[src/rtl/ring_osc_trim_seq_pkg.sv]
// Shared types and the level-to-trim encoding used by the sequencer,
// its encoder and any trim checker.
package ring_osc_trim_seq_pkg;

    typedef enum logic [1:0] {
        ST_START = 2'd0,
        ST_IDLE  = 2'd1,
        ST_RAMP  = 2'd2
    } state_t;

    // Primary stages fill first; secondary stages only carry the excess above nStages.
    function automatic logic encodeTrimBit(input int nStages, input int level, input int idx);
        if (idx < nStages) begin
            return (idx < level);
        end
        return ((idx - nStages) < (level - nStages));
    endfunction

endpackage

[src/rtl/ring_osc_trim_seq_if.sv]
// Target-level request channel between a trim controller and the sequencer.
interface ring_osc_trim_seq_if #(
    parameter int NSTAGES = 13,
    parameter int DWELL_W = 8
);
    localparam int LW = $clog2(2*NSTAGES+1);

    logic               tgt_valid;
    logic               tgt_ready;
    logic [LW-1:0]      tgt_level;
    logic               tgt_direct;
    logic [DWELL_W-1:0] dwell;

    modport master (
        output tgt_valid, tgt_level, tgt_direct, dwell,
        input  tgt_ready
    );

    modport slave (
        input  tgt_valid, tgt_level, tgt_direct, dwell,
        output tgt_ready
    );

endinterface

[src/rtl/ring_osc_trim_seq_enc.sv]
// Combinational thermometer encoder from trim level to the split
// primary/secondary trim vector.
module ring_osc_trim_enc
    import ring_osc_trim_seq_pkg::*;
#(
    parameter int NSTAGES = 13,
    parameter int LW      = $clog2(2*NSTAGES+1)
) (
    input  logic [LW-1:0]        i_level,
    output logic [2*NSTAGES-1:0] o_trim
);

    always_comb begin
        o_trim = '0;
        for (int k = 0; k < 2*NSTAGES; k++) begin
            o_trim[k] = encodeTrimBit(NSTAGES, int'(i_level), k);
        end
    end

endmodule

[src/rtl/ring_osc_trim_seq.sv]
// Ring-oscillator trim sequencer: holds the oscillator in reset after power-up,
// then applies requested trim levels either directly or one stage at a time.
module ring_osc_trim_seq
    import ring_osc_trim_seq_pkg::*;
#(
    parameter int NSTAGES      = 13,
    parameter int DWELL_W      = 8,
    parameter int START_CYCLES = 16
) (
    input  logic                                 clk,
    input  logic                                 resetb,
    ring_osc_trim_seq_if.slave                   req,
    output logic                                 osc_reset,
    output logic [2*NSTAGES-1:0]                 trim,
    output logic [$clog2(2*NSTAGES+1)-1:0]       level,
    output logic                                 busy,
    output logic                                 done,
    output logic                                 clamped
);

    localparam int              LW         = $clog2(2*NSTAGES+1);
    localparam int              SCW        = $clog2(START_CYCLES+1);
    localparam logic [LW-1:0]   MAX_LEVEL  = LW'(2*NSTAGES);
    localparam logic [SCW-1:0]  START_LAST = SCW'(START_CYCLES-1);

    state_t               r_state, w_nextState;
    logic [SCW-1:0]       r_startCnt, w_nextStartCnt;
    logic [DWELL_W-1:0]   r_dwellCnt, w_nextDwellCnt;
    logic [DWELL_W-1:0]   r_dwell, w_nextDwell;
    logic [LW-1:0]        r_level, w_nextLevel;
    logic [LW-1:0]        r_target, w_nextTarget;
    logic [LW-1:0]        w_reqLevel;
    logic                 r_done, w_nextDone;
    logic                 r_busy;
    logic                 r_clamped, w_nextClamped;
    logic [2*NSTAGES-1:0] r_trim, w_nextTrim;
    logic                 w_accept, w_overRange;

    assign w_overRange   = (req.tgt_level > MAX_LEVEL);
    assign w_reqLevel    = w_overRange ? MAX_LEVEL : req.tgt_level;
    assign w_accept      = req.tgt_valid && (r_state == ST_IDLE);
    assign req.tgt_ready = (r_state == ST_IDLE);
    assign osc_reset     = (r_state == ST_START);

    always_comb begin
        w_nextState    = r_state;
        w_nextStartCnt = r_startCnt;
        w_nextDwellCnt = r_dwellCnt;
        w_nextDwell    = r_dwell;
        w_nextLevel    = r_level;
        w_nextTarget   = r_target;
        w_nextDone     = 1'b0;
        w_nextClamped  = r_clamped;
        case (r_state)
            ST_START: begin
                if (r_startCnt == START_LAST) begin
                    w_nextState    = ST_IDLE;
                    w_nextStartCnt = '0;
                end else begin
                    w_nextStartCnt = r_startCnt + SCW'(1);
                end
            end
            ST_IDLE: begin
                if (w_accept) begin
                    w_nextTarget  = w_reqLevel;
                    w_nextDwell   = req.dwell;
                    w_nextClamped = r_clamped | w_overRange;
                    if (req.tgt_direct) begin
                        w_nextLevel = w_reqLevel;
                        w_nextDone  = 1'b1;
                    end else if (w_reqLevel == r_level) begin
                        w_nextDone = 1'b1;
                    end else begin
                        w_nextState    = ST_RAMP;
                        w_nextDwellCnt = req.dwell;
                    end
                end
            end
            ST_RAMP: begin
                // One stage per dwell expiry keeps every trim change to a single bit.
                if (r_dwellCnt == '0) begin
                    w_nextDwellCnt = r_dwell;
                    w_nextLevel    = (r_target > r_level) ? (r_level + LW'(1)) : (r_level - LW'(1));
                    if (w_nextLevel == r_target) begin
                        w_nextDone  = 1'b1;
                        w_nextState = ST_IDLE;
                    end
                end else begin
                    w_nextDwellCnt = r_dwellCnt - DWELL_W'(1);
                end
            end
            default: begin
                w_nextState = ST_START;
            end
        endcase
    end

    ring_osc_trim_enc #(
        .NSTAGES (NSTAGES),
        .LW      (LW)
    ) u_enc (
        .i_level (w_nextLevel),
        .o_trim  (w_nextTrim)
    );

    // Trim is registered from the encoded next level so it never shows a transient code.
    always_ff @(posedge clk or negedge resetb) begin
        if (!resetb) begin
            r_state    <= ST_START;
            r_startCnt <= '0;
            r_dwellCnt <= '0;
            r_dwell    <= '0;
            r_level    <= '0;
            r_target   <= '0;
            r_done     <= 1'b0;
            r_busy     <= 1'b1;
            r_clamped  <= 1'b0;
            r_trim     <= '0;
        end else begin
            r_state    <= w_nextState;
            r_startCnt <= w_nextStartCnt;
            r_dwellCnt <= w_nextDwellCnt;
            r_dwell    <= w_nextDwell;
            r_level    <= w_nextLevel;
            r_target   <= w_nextTarget;
            r_done     <= w_nextDone;
            r_busy     <= (w_nextState != ST_IDLE);
            r_clamped  <= w_nextClamped;
            r_trim     <= w_nextTrim;
        end
    end

    assign trim    = r_trim;
    assign level   = r_level;
    assign busy    = r_busy;
    assign done    = r_done;
    assign clamped = r_clamped;

endmodule

[src/flat_wrapper.sv]
// flat-port wrapper written by rule: the top's interface ports become plain ports
module ring_osc_trim_seq_flat import ring_osc_trim_seq_pkg::*;
#(
    parameter int NSTAGES      = 13,
    parameter int DWELL_W      = 8,
    parameter int START_CYCLES = 16
)
  (clk, resetb, osc_reset, trim, level, busy, done, clamped, req_tgt_valid, req_tgt_level, req_tgt_direct, req_dwell, req_tgt_ready);
  ring_osc_trim_seq_if #(.NSTAGES(NSTAGES), .DWELL_W(DWELL_W)) req_i ();
  input  logic clk;
  input  logic resetb;
  output logic osc_reset;
  output logic [2*NSTAGES-1:0] trim;
  output logic [$clog2(2*NSTAGES+1)-1:0] level;
  output logic busy;
  output logic done;
  output logic clamped;
  input wire logic [$bits(req_i.tgt_valid)-1:0] req_tgt_valid;
  input wire logic [$bits(req_i.tgt_level)-1:0] req_tgt_level;
  input wire logic [$bits(req_i.tgt_direct)-1:0] req_tgt_direct;
  input wire logic [$bits(req_i.dwell)-1:0] req_dwell;
  output wire logic [$bits(req_i.tgt_ready)-1:0] req_tgt_ready;
  assign req_i.tgt_valid = req_tgt_valid;
  assign req_i.tgt_level = req_tgt_level;
  assign req_i.tgt_direct = req_tgt_direct;
  assign req_i.dwell = req_dwell;
  assign req_tgt_ready = req_i.tgt_ready;
  ring_osc_trim_seq #(.NSTAGES(NSTAGES), .DWELL_W(DWELL_W), .START_CYCLES(START_CYCLES)) u_core (.clk(clk), .resetb(resetb), .req(req_i), .osc_reset(osc_reset), .trim(trim), .level(level), .busy(busy), .done(done), .clamped(clamped));
endmodule
[config.mk]
export PLATFORM = sky130hd
export DESIGN_NAME = ring_osc_trim_seq_flat
export DESIGN_NICKNAME = d
export VERILOG_FILES = /design/src/rtl/ring_osc_trim_seq_pkg.sv /design/src/rtl/ring_osc_trim_seq_if.sv /design/src/rtl/ring_osc_trim_seq_enc.sv /design/src/rtl/ring_osc_trim_seq.sv /design/src/flat_wrapper.sv
export SDC_FILE = /design/constraint.sdc
export NUM_CORES = 1
export LEC_CHECK = 0
export ABC_AREA = 1
export BUFFER_PORTS_ARGS = -buffer_cell sky130_fd_sc_hd__buf_2
export CORE_MARGIN = 1.5
export CORE_UTILIZATION = 45
export DETAILED_ROUTE_END_ITERATION = 8
export GPL_TIMING_DRIVEN = 1
export HOLD_SLACK_MARGIN = 0.15
export PLACE_DENSITY_LB_ADDON = 0.05
export SLEW_MARGIN = 20
export SYNTH_ARGS = -nofsm -noshare
export SYNTH_HDL_FRONTEND = slang
export SYNTH_SLANG_ARGS = --single-unit
[constraint.sdc]
create_clock -name clk -period 6.5 [get_ports clk]
set_input_delay 0.975 -clock clk [delete_from_list [all_inputs] [get_ports clk]]
set_output_delay 0.975 -clock clk [all_outputs]
set_load 0.05 [all_outputs]
==> metrics.cfg <==
[outcome]
status=finished clean

[cts]
postCtsSetupRepairBufs=0
clkTransAtPathRegs_ns=0.07
htree_levels=3
numCtsBuffers=9
cts.sinks=62
clockBufferDepth=2
cts_resized=0
cts_tree=done
root_buffer=clkbuf_8
holdBufCountCts=0
clk_latency_ns=0.34

[timing]
tightest_slew_ns=0.963
max_freq_mhz=288
fin_crit_ns=3.47
report.final.slew_viol_count=0
setup_viol=0
rsz0062_at_grt=false
finClkSkew_ns=0.00355
hold_viol_final=0
setup_tns_ns=0
max_slew_margin=0.353
finalCritPeriodShare=0.533

[logic_synthesis]
yosys.area.top_type=dfrtp_1
synthesis.nets=470
avgSynthCellArea_um2=8.27
ys.flop_type=dfrtp_1
ys_ff_latch=62
netlist.area_leader.share=0.424
synth_cell_types=41
synthArstFlopShare=1.00
ys_seq_area_frac=0.432
synth_area_um2=3600
synthTopCellsByArea=dfrtp_1 (42%), nand2_1 (11%), inv_1 (6.7%)
synth_edf_count=0
syn_inst=435
yosysWarnings=0

[global_route]
grt-ovfl-total=0
antenna_found_initial=0
grt_max_degree=63
grt_pass1_vias=2884
grt_pass1_wl_mm=13.9
grt_use_total=0.211

[detailed_routing]
ant_nets=0
drt_pass1_iterations=4
routed_via_density=4.98
vias=2995
drt-initial-drc-count=96
routed_wl_mm=8.23
wl_per_cell_um=13.7
route.detailed.drc=0

[worst_setup_path]
worst-path-max-fanout=7
critical-path-top-delay-family=simple AND/OR/NAND/NOR gates
critical-path-max-stage-delay_ns=0.61
crit_type=reg -> reg
critical_path_buf_inv_count=4
cp_data_required_time_ns=6.78
crit_arrival_ns=3.74
crit_path_top_delay_cell=dfrtp_1
cp_cell_sequence=inv_1 -> ha_1 -> nand2_1 -> nor2_1 -> nand2_1 -> nand3_1 -> nand2_1 -> fa_1 -> nand4_1 -> nand3_2 -> clkinv_2 -> ha_1 -> inv_1 -> nand4_1 -> nand2_1 -> inv_1 -> nand3_1 -> nor2_1 -> nor2_1
endpoint_kind=flop
worstSetupStartpointType=flop
crit_path_frequent_cell=nand2_1

[placed_design]
hpwl_mm=6.01
place_congestion=0.902
io_buffers=52

[floorplanning]
initial_utilization=0.465
row_count=32
io_pins=53
die_w_um=92.4
dieHeight_um=92.4
core_um2=7730
dieArea_um2=8540

[flow_run]
maxCapViolCount=0

[cells_and_area]
mostFrequentLayoutCell=nand2_1
drive_above_1_share=0.218
diodes=0
layout.nets=529
area_delta_synth_final_pct=16.2
fin_util=0.541
final_cell_mix=nand2_1 (104), inv_1 (64), dfrtp_1 (61), buf_2 (52), nor2_1 (30)

[hold_path]
min_path_type=reg -> reg

metal layers:
metal / track usage / part of all wire / up-vias
li1: - / - / 1519
met1: 0.276 / 0.46 / 1395
met2: 0.333 / 0.46 / 66
met3: 0.0583 / 0.058 / 15
met4: 0.0731 / 0.021 / 0
met5: 0 / 0 / -
sequential cells by signal (all words and copies together), names as in the netlist:
register           flops
u_core.clamped         1
u_core.r_startCnt      5
u_core.r_target        5
u_core.busy            1
u_core.r_dwellCnt      8
u_core.r_dwell         8
u_core.trim           26
u_core.r_state         2
u_core.level           5
u_core.done            1
cells by family after synthesis:
group | count (synthesis) | share of synthesized area
AOI/OAI and AO/OA | 65 | 0.111
adders and majority gates | 18 | 0.0647
buffers and inverters | 75 | 0.0849
xor gates and xnor gates | 9 | 0.0219
and+or+nand+nor | 206 | 0.285
DFF | 62 | 0.432
metrics by stage:
stage	setup WS [ns]	hold slack, ns	cell area, µm²	cells
2_1_floorplan	3.15	0.448	3600	435
3_3_place_gp	3.15	0.452	3960	585
3_5_place_dp	3.06	0.457	3960	585
4_1_cts	3.03	0.477	4180	601
5_1_grt	2.68	0.507	4180	601
6_report	3.03	0.480	4180	601
path summary, 6_finish.rpt:
check | from | endpoint | slack, ns | cells past startpoint
worst max-delay path | u_core.level[2] | u_core.trim[13] | 3.03 | 19
worst min-delay path | u_core.clamped | u_core.clamped | 0.48 | 1
worst max register to register | u_core.level[2] | u_core.trim[13] | 3.03 | 19
worst min register to register | u_core.clamped | u_core.clamped | 0.48 | 1
max in group asynchronous | resetb | u_core.trim[21] | 5.18 | 2
min in group asynchronous | resetb | u_core.r_dwell[6] | 0.79 | 2
worst register-to-register path, cell delays in order (launching register included):
cell      delay [ns]
dfrtp_1         0.61
inv_1           0.12
ha_1            0.32
nand2_1         0.06
nor2_1          0.12
nand2_1         0.06
nand3_1         0.08
nand2_1         0.17
fa_1            0.57
nand4_1         0.12
nand3_2         0.15
clkinv_2        0.10
ha_1            0.23
inv_1           0.09
nand4_1         0.09
nand2_1         0.20
inv_1           0.08
nand3_1         0.08
nor2_1          0.04
nor2_1          0.08
synth_stat cells, types with 5 or more instances:
cell type and number:
dfrtp_1 61, nand2_2 7, nand4_1 11, o211ai_1 6, ha_1 17, xor2_1 6, nand2_1 104, o22ai_1 5
nand3_1 26, nand3_2 7, inv_1 64, nand2_4 9, a21oi_1 16, nor2_1 30, o21ai_0 27
area by class of cell:
type | instances | area, µm²
tap | 102 | 128
fill | 745 | 3550
timing repair buffer | 54 | 275
inverter | 69 | 265
sequential | 62 | 1550
clock inverter | 7 | 96.3
clock buffer | 9 | 124
multi-input combinational | 298 | 1740
Power is left out: the tool's default activity adds up to more than one toggle a clock period on the data nets, which glitch-free logic cannot reach.
